## src/rtl/dds_sweep_pkg.sv

```systemverilog
// Shared constants for the DDS frequency-sweep controller: FSM state
// encoding and the sweep-shape mode codes.
package dds_sweep_pkg;

  // FSM state encoding
  localparam logic [1:0] ST_IDLE   = 2'd0;
  localparam logic [1:0] ST_UP     = 2'd1;
  localparam logic [1:0] ST_DOWN   = 2'd2;
  localparam logic [1:0] ST_FINISH = 2'd3;

  // Sweep shapes; code 2'b11 is reserved and behaves as MODE_SINGLE
  localparam logic [1:0] MODE_SINGLE = 2'b00;
  localparam logic [1:0] MODE_SAW    = 2'b01;
  localparam logic [1:0] MODE_TRI    = 2'b10;

  // True while a frequency is actively being held and stepped
  function automatic logic is_sweeping(input logic [1:0] st);
    return (st == ST_UP) || (st == ST_DOWN);
  endfunction

endpackage

```

## src/rtl/sweep_dwell_cnt.sv

```systemverilog
// Dwell timer: loaded whenever a new tuning word is applied, then counts
// down while enabled. expire is high during the last cycle of the dwell,
// so the next word lands exactly max(load_val,1) cycles after the load.
module sweep_dwell_cnt #(
  parameter int DWELL_W = 32
) (
  input  logic               clk,
  input  logic               rst,
  input  logic               load,
  input  logic [DWELL_W-1:0] load_val,
  input  logic               count,
  output logic               expire
);

  localparam logic [DWELL_W-1:0] ONE = DWELL_W'(1);

  logic [DWELL_W-1:0] remain_q;

  // Remaining cycles after the current one; a dwell of 0 behaves as 1
  always_ff @(posedge clk) begin
    // NOTE: state registers use non-blocking (<=) so every flop samples
    // pre-edge values regardless of block ordering.
    if (rst) begin
      remain_q <= '0;
    end else if (load) begin
      remain_q <= (load_val == '0) ? '0 : load_val - ONE;
    end else if (count && (remain_q != '0)) begin
      remain_q <= remain_q - ONE;
    end
  end

  assign expire = (remain_q == '0);

endmodule

```

## src/rtl/dds_sweep_ctrl.sv

```systemverilog
// DDS frequency-sweep controller. Latches a sweep configuration on Start,
// then steps the DDS tuning word between StartFreq and StopFreq in single,
// sawtooth or triangle shape, holding each word for a programmable dwell.
module dds_sweep_ctrl
  import dds_sweep_pkg::*;
#(
  parameter int FREQ_W  = 32,
  parameter int DWELL_W = 32
) (
  input  logic               AXI_clk,
  input  logic               rst,
  input  logic               Start,
  input  logic               Abort,
  input  logic [1:0]         Mode,
  input  logic [FREQ_W-1:0]  StartFreq,
  input  logic [FREQ_W-1:0]  StopFreq,
  input  logic [FREQ_W-1:0]  StepFreq,
  input  logic [DWELL_W-1:0] DwellCycles,
  output logic [FREQ_W-1:0]  FreqCntrl,
  output logic               FreqValid,
  output logic               Busy,
  output logic               Done,
  output logic               CfgErr
);

  logic [1:0]         state_q, state_d;
  logic [FREQ_W-1:0]  start_q, stop_q, step_q;
  logic [DWELL_W-1:0] dwell_q;
  logic [1:0]         mode_q;

  logic [FREQ_W-1:0]  freq_d;
  logic               freq_load;
  logic               cfg_ok;
  logic               start_take;
  logic               expire;
  logic [DWELL_W-1:0] dwell_sel;

  // Step arithmetic; additions are one bit wider so the clamp sees overflow
  logic [FREQ_W:0]    up_sum, rise_sum;
  logic [FREQ_W-1:0]  up_next, rise_next, down_next, fall_next;

  assign cfg_ok     = (StartFreq < StopFreq) && (StepFreq != '0);
  assign start_take = (state_q == ST_IDLE) && Start && !Abort && cfg_ok;

  // Next word going up from the current word, clamped to the stop word
  assign up_sum    = {1'b0, FreqCntrl} + {1'b0, step_q};
  assign up_next   = (up_sum > {1'b0, stop_q}) ? stop_q : up_sum[FREQ_W-1:0];
  // Turnaround at the bottom of a triangle: start + step, clamped
  assign rise_sum  = {1'b0, start_q} + {1'b0, step_q};
  assign rise_next = (rise_sum > {1'b0, stop_q}) ? stop_q : rise_sum[FREQ_W-1:0];
  // Next word going down, clamped to the start word instead of underflowing
  assign down_next = ((FreqCntrl - start_q) <= step_q) ? start_q : FreqCntrl - step_q;
  // Turnaround at the top of a triangle: stop - step, clamped
  assign fall_next = ((stop_q - start_q) <= step_q) ? start_q : stop_q - step_q;

  // The accepting Start uses the live dwell input; later loads use the latched one
  assign dwell_sel = (state_q == ST_IDLE) ? DwellCycles : dwell_q;

  sweep_dwell_cnt #(
    .DWELL_W (DWELL_W)
  ) u_dwell (
    .clk      (AXI_clk),
    .rst      (rst),
    .load     (freq_load),
    .load_val (dwell_sel),
    .count    (is_sweeping(state_q)),
    .expire   (expire)
  );

  // Next-state and next-tuning-word decision
  always_comb begin
    // NOTE: every output of this block gets a default first so no path
    // leaves a value unassigned and infers a latch.
    state_d   = state_q;
    freq_d    = FreqCntrl;
    freq_load = 1'b0;

    if (state_q == ST_IDLE) begin
      if (start_take) begin
        state_d   = ST_UP;
        freq_d    = StartFreq;
        freq_load = 1'b1;
      end
    end else if (Abort) begin
      state_d = ST_IDLE;
    end else begin
      case (state_q)
        ST_UP: begin
          if (expire) begin
            if (FreqCntrl < stop_q) begin
              freq_d    = up_next;
              freq_load = 1'b1;
            end else begin
              case (mode_q)
                MODE_SAW: begin
                  freq_d    = start_q;
                  freq_load = 1'b1;
                end
                MODE_TRI: begin
                  state_d   = ST_DOWN;
                  freq_d    = fall_next;
                  freq_load = 1'b1;
                end
                default: state_d = ST_FINISH;
              endcase
            end
          end
        end
        ST_DOWN: begin
          if (expire) begin
            freq_load = 1'b1;
            if (FreqCntrl > start_q) begin
              freq_d = down_next;
            end else begin
              state_d = ST_UP;
              freq_d  = rise_next;
            end
          end
        end
        default: state_d = ST_IDLE;
      endcase
    end
  end

  // State, tuning word, status flags and latched configuration
  always_ff @(posedge AXI_clk) begin
    if (rst) begin
      state_q   <= ST_IDLE;
      FreqCntrl <= '0;
      FreqValid <= 1'b0;
      Busy      <= 1'b0;
      Done      <= 1'b0;
      CfgErr    <= 1'b0;
      // NOTE: the configuration registers are cleared too, so a sweep
      // aborted by reset can never resume with a stale configuration.
      start_q   <= '0;
      stop_q    <= '0;
      step_q    <= '0;
      dwell_q   <= '0;
      mode_q    <= MODE_SINGLE;
    end else begin
      state_q   <= state_d;
      FreqValid <= freq_load;
      Busy      <= is_sweeping(state_d);
      Done      <= (state_d == ST_FINISH);
      CfgErr    <= (state_q == ST_IDLE) && Start && !Abort && !cfg_ok;
      if (freq_load) begin
        FreqCntrl <= freq_d;
      end
      if (start_take) begin
        start_q <= StartFreq;
        stop_q  <= StopFreq;
        step_q  <= StepFreq;
        dwell_q <= DwellCycles;
        mode_q  <= Mode;
      end
    end
  end

endmodule

```

## config.mk

```make
export PLATFORM = sky130hd
export DESIGN_NAME = dds_sweep_ctrl
export DESIGN_NICKNAME = d
export VERILOG_FILES = /design/src/rtl/dds_sweep_pkg.sv /design/src/rtl/sweep_dwell_cnt.sv /design/src/rtl/dds_sweep_ctrl.sv
export SDC_FILE = /design/constraint.sdc
export NUM_CORES = 1
export LEC_CHECK = 0
export CAP_MARGIN = 20
export CORE_ASPECT_RATIO = 0.8
export CORE_MARGIN = 2
export CORE_UTILIZATION = 35
export DETAILED_ROUTE_END_ITERATION = 7
export PLACE_DENSITY = 0.5
export SLEW_MARGIN = 20
export SYNTH_ARGS = -nofsm -noshare
export SYNTH_HDL_FRONTEND = slang
export SYNTH_HIERARCHICAL = 1
export SYNTH_SLANG_ARGS = --single-unit
```

## constraint.sdc

```tcl
create_clock -name AXI_clk -period 18.25 [get_ports AXI_clk]
set_input_delay 3.65 -clock AXI_clk [delete_from_list [all_inputs] [get_ports AXI_clk]]
set_output_delay 3.65 -clock AXI_clk [all_outputs]
set_load 0.01 [all_outputs]
```

==> out/metrics.yaml <==
floorplan:
  core-area_um2: 72000
  std_cell_rows: 88
  io_pins: 170
  die_h_um: 245
  dieArea_um2: 74800
  start_util_pct: 35.3
  die_w_um: 305
synth:
  synth_xor_area_share_pct: 6.62
  yosysSeqAreaShare_pct: 15.8
  synth_edf_count: 0
  synthMuxAreaShare_pct: 9.05
  yosys.area.top_type: "ha_1"
  yosysWarnings: 6
  async_flop_share_pct: 0
  netlist_top_cells_count: "ha_1, nor2_1, a21oi_1"
  synthFlopType: "dfxtp_1"
  synth_top_family_by_area: "compound AO/OA/AOI/OAI gates"
  syn_area_um2: 25400
  yosysMostFrequentCell: "ha_1"
  synth_top_area_share_pct: 19.2
  post_synth.cell_area_avg_um2: 7.70
  syn_nets: 3830
  postSynthCellCount: 3300
  synth-simple-area-share_pct: 19.3
  yosysUniqueCellTypes: 94
  ys_top_cells_by_area: "ha_1, dfxtp_1, mux2i_1, nor2_1, a21oi_1"
  synth-compound-area-share_pct: 24.4
  yosys.area_share.adder_pct: 19.7
  ys_seq_elements: 200
power_and_ir_drop:
  sequentialPowerShare_pct: 15.8
  power_switching_mw: 1.86
  leakage_nw: 12.1
  p_per_area_nw_per_um2: 119
  sw_frac_of_total_pct: 54.0
  p_comb_share_pct: 71.9
  p_int_mw: 1.58
  clock_power_share_pct: 12.3
  peakVddDrop_mv: 0.109
cts:
  htree_num_levels: 4
  ctsResizeCount: 0
  cts_hold_buf: 0
  cts_buffers: 17
  clock_latency_ps: 520
  root_buffer: "clkbuf_16"
  cts.sinks: 200
  cts_tree: "built"
  clkTransAtPathRegs_ps: 80
  cts_setup_buffers: 0
  cts_buffer_depth: 2
global_route:
  grtUsageTotal_pct: 28.6
  antenna_found_initial: 11
  grt_pass1_vias: 23998
  grt_start_max_net_pins: 77
  grt_pass1_wl_um: 159000
  grt_overflow: 0
sta:
  fin_setup_tns_ps: 0
  rsz0062_at_grt: "false"
  hold_ws_ps: 495
  setup_viol_count_final: 0
  max_slew.worst_pin.slew_ps: 1180
  post-route-period-util_pct: 45.2
  finalClockSkew_ps: 20.1
  max_freq_ghz: 0.121
  slew-limit-headroom_pct: 20.2
  drv_slew: 0
  min_period_ps: 8240
  hold_viol: 0
cells_and_area:
  area_delta_synth_final_pct: 13.2
  nets: 3932
  drive_gt1_share_pct: 5.27
worst_setup_path:
  cp.arrival_ps: 8650
  critical_path_class: "flop to flop"
  r2r-end: "FreqCntrl[16]"
  crit_path_start_kind: "flop"
  reg2regPathDepth: 26
  cp.required_ps: 18650
  crit_fanout: 49
  rr_startpoint: "start_q[1]"
  end_kind: "flop"
  regToRegSetupSlack_ps: 10010
drt:
  routed_wl_um: 109000
  drtAntennaViolNets: 0
  drc: 2
  post_drt_wl_per_cell_um: 25.0
  routed_via_density: 5.90
  vias: 25714
  dr.first_iter.drc_count: 2466
  firstDrtPassIters: 8
outcome:
  status: "finished with violations"
  violations: "DRC"
flow_run:
  max-cap-violations: 0
place:
  gp_congestion: 0.980
  io_buffer_count: 169
  hpwl_um: 88400
min_path:
  min_path_cells: 2
  min_to: "dwell_q[30]"
  hold_class: "flop to flop"
  hp-start: "dwell_q[30]"
==> cell families (layout without fill, tap and decap cells) <==
logic type,after synthesis,after routing
other,0,2
adder cells (fa/ha/maj),396,396
AO/OA/AOI/OAI,941,941
AND/OR/NAND/NOR,1015,1015
buffers and inverters,332,447
multiplexers,224,224
XOR/XNOR,192,192
flip-flops,200,200
==> power by group through the flow <==
stage          logic [mW]  clock network, mW  registers (mW)
6_report             2.47              0.422           0.545
5_1_grt              2.66              0.445           0.547
4_1_cts              2.40              0.432           0.541
3_5_place_dp         2.39                  0           0.551
3_3_place_gp         2.40                  0           0.552
2_1_floorplan        1.62                  0           0.518
==> flip-flops by register name, indices dropped and copies added, names as in the netlist, 2 cells and up <==
name / count
state_q: 2
stop_q: 32
FreqCntrl: 32
dwell_q: 32
step_q: 32
u_dwell/remain_q: 32
mode_q: 2
start_q: 32
==> per-stage QoR <==
step                      total power [mW]  instance area (µm²)  setup slack (ps)  instances  util, %
after floorplan                       2.14                25400             11650       3300        -
after global placement                2.95                28100              9600       4327     39.1
after detailed placement              2.94                28100              9510       4327     39.1
after CTS                             3.38                28700             10050       4359     39.9
after global routing                  3.65                28800              9410       4360     40.0
final                                 3.44                28800             10010       4362     40.0
==> how the worst max path moves through the flow <==
stage,from,endpoint,cells past startpoint
2_1_floorplan,StopFreq[17],u_dwell/remain_q[14],15
3_3_place_gp,StartFreq[2],FreqCntrl[27],15
3_5_place_dp,StartFreq[2],FreqCntrl[27],15
4_1_cts,StartFreq[2],FreqCntrl[27],15
5_1_grt,start_q[1],FreqCntrl[16],26
6_report,start_q[1],FreqCntrl[16],26
==> layout make-up <==
type,count,area (µm²)
Clock buffer,17,425
Tap cell,945,1180
Multi-Input combinational cell,2768,20200
Timing Repair Buffer,212,2030
Antenna cell,2,5.00
Inverter,203,762
Sequential cell,200,4000
Fill cell,7564,43200
Clock inverter,15,200
==> critical path, cell delays in order (launching register included) <==
cell	delay, ps
dfxtp_1	560
inv_1	180
ha_1	340
nor2b_1	140
o21ai_0	400
a21oi_1	210
o31ai_1	740
nor4b_1	470
nor2_1	140
a41o_1	360
o21ai_0	570
o21ai_0	180
a21oi_1	210
xnor2_1	140
ha_1	260
a21oi_1	150
nor2_1	50
a211oi_1	240
o21ai_0	150
a2111oi_1	420
buf_4	220
a41o_2	100
buf_4	610
nor2_1	340
a21oi_1	450
o22ai_1	120
o41ai_1	340
==> layer usage <==
metal  routed length, µm  GRT usage, %  vias to the layer above
met5                 236          1.23                        -
met4                2640          7.49                       20
met3               12100          9.47                      143
met2               43000          40.6                     1082
met1               51200          40.8                    12063
li1                    -             -                    12406
==> cells in the final DEF, fill, tap and decap left out, types with 10 or more instances in the layout <==
cell type	instances
a21oi_1	253
or2_2	17
o41ai_1	10
dfxtp_1	200
mux2i_1	179
nor2_1	347
and2_1	16
a211o_1	13
o21ai_0	190
nor3_1	82
o21bai_1	22
o31a_1	10
o2111ai_1	11
ha_1	388
nand2b_1	41
nand4_1	62
xnor2_1	129
inv_1	201
clkdlybuf4s50_1	168
nand2_1	207
a31o_2	10
or3_1	20
a211oi_1	57
nand3_1	72
o31ai_1	13
clkbuf_16	17
o211ai_1	32
o21a_1	39
nor4_1	39
o22ai_1	18
xor2_1	63
nor2b_1	32
and3_1	27
a21o_1	97
mux2_2	45
a221oi_1	17
buf_4	42
a31oi_1	30
Note: power is estimated with default switching activity, not from simulation.
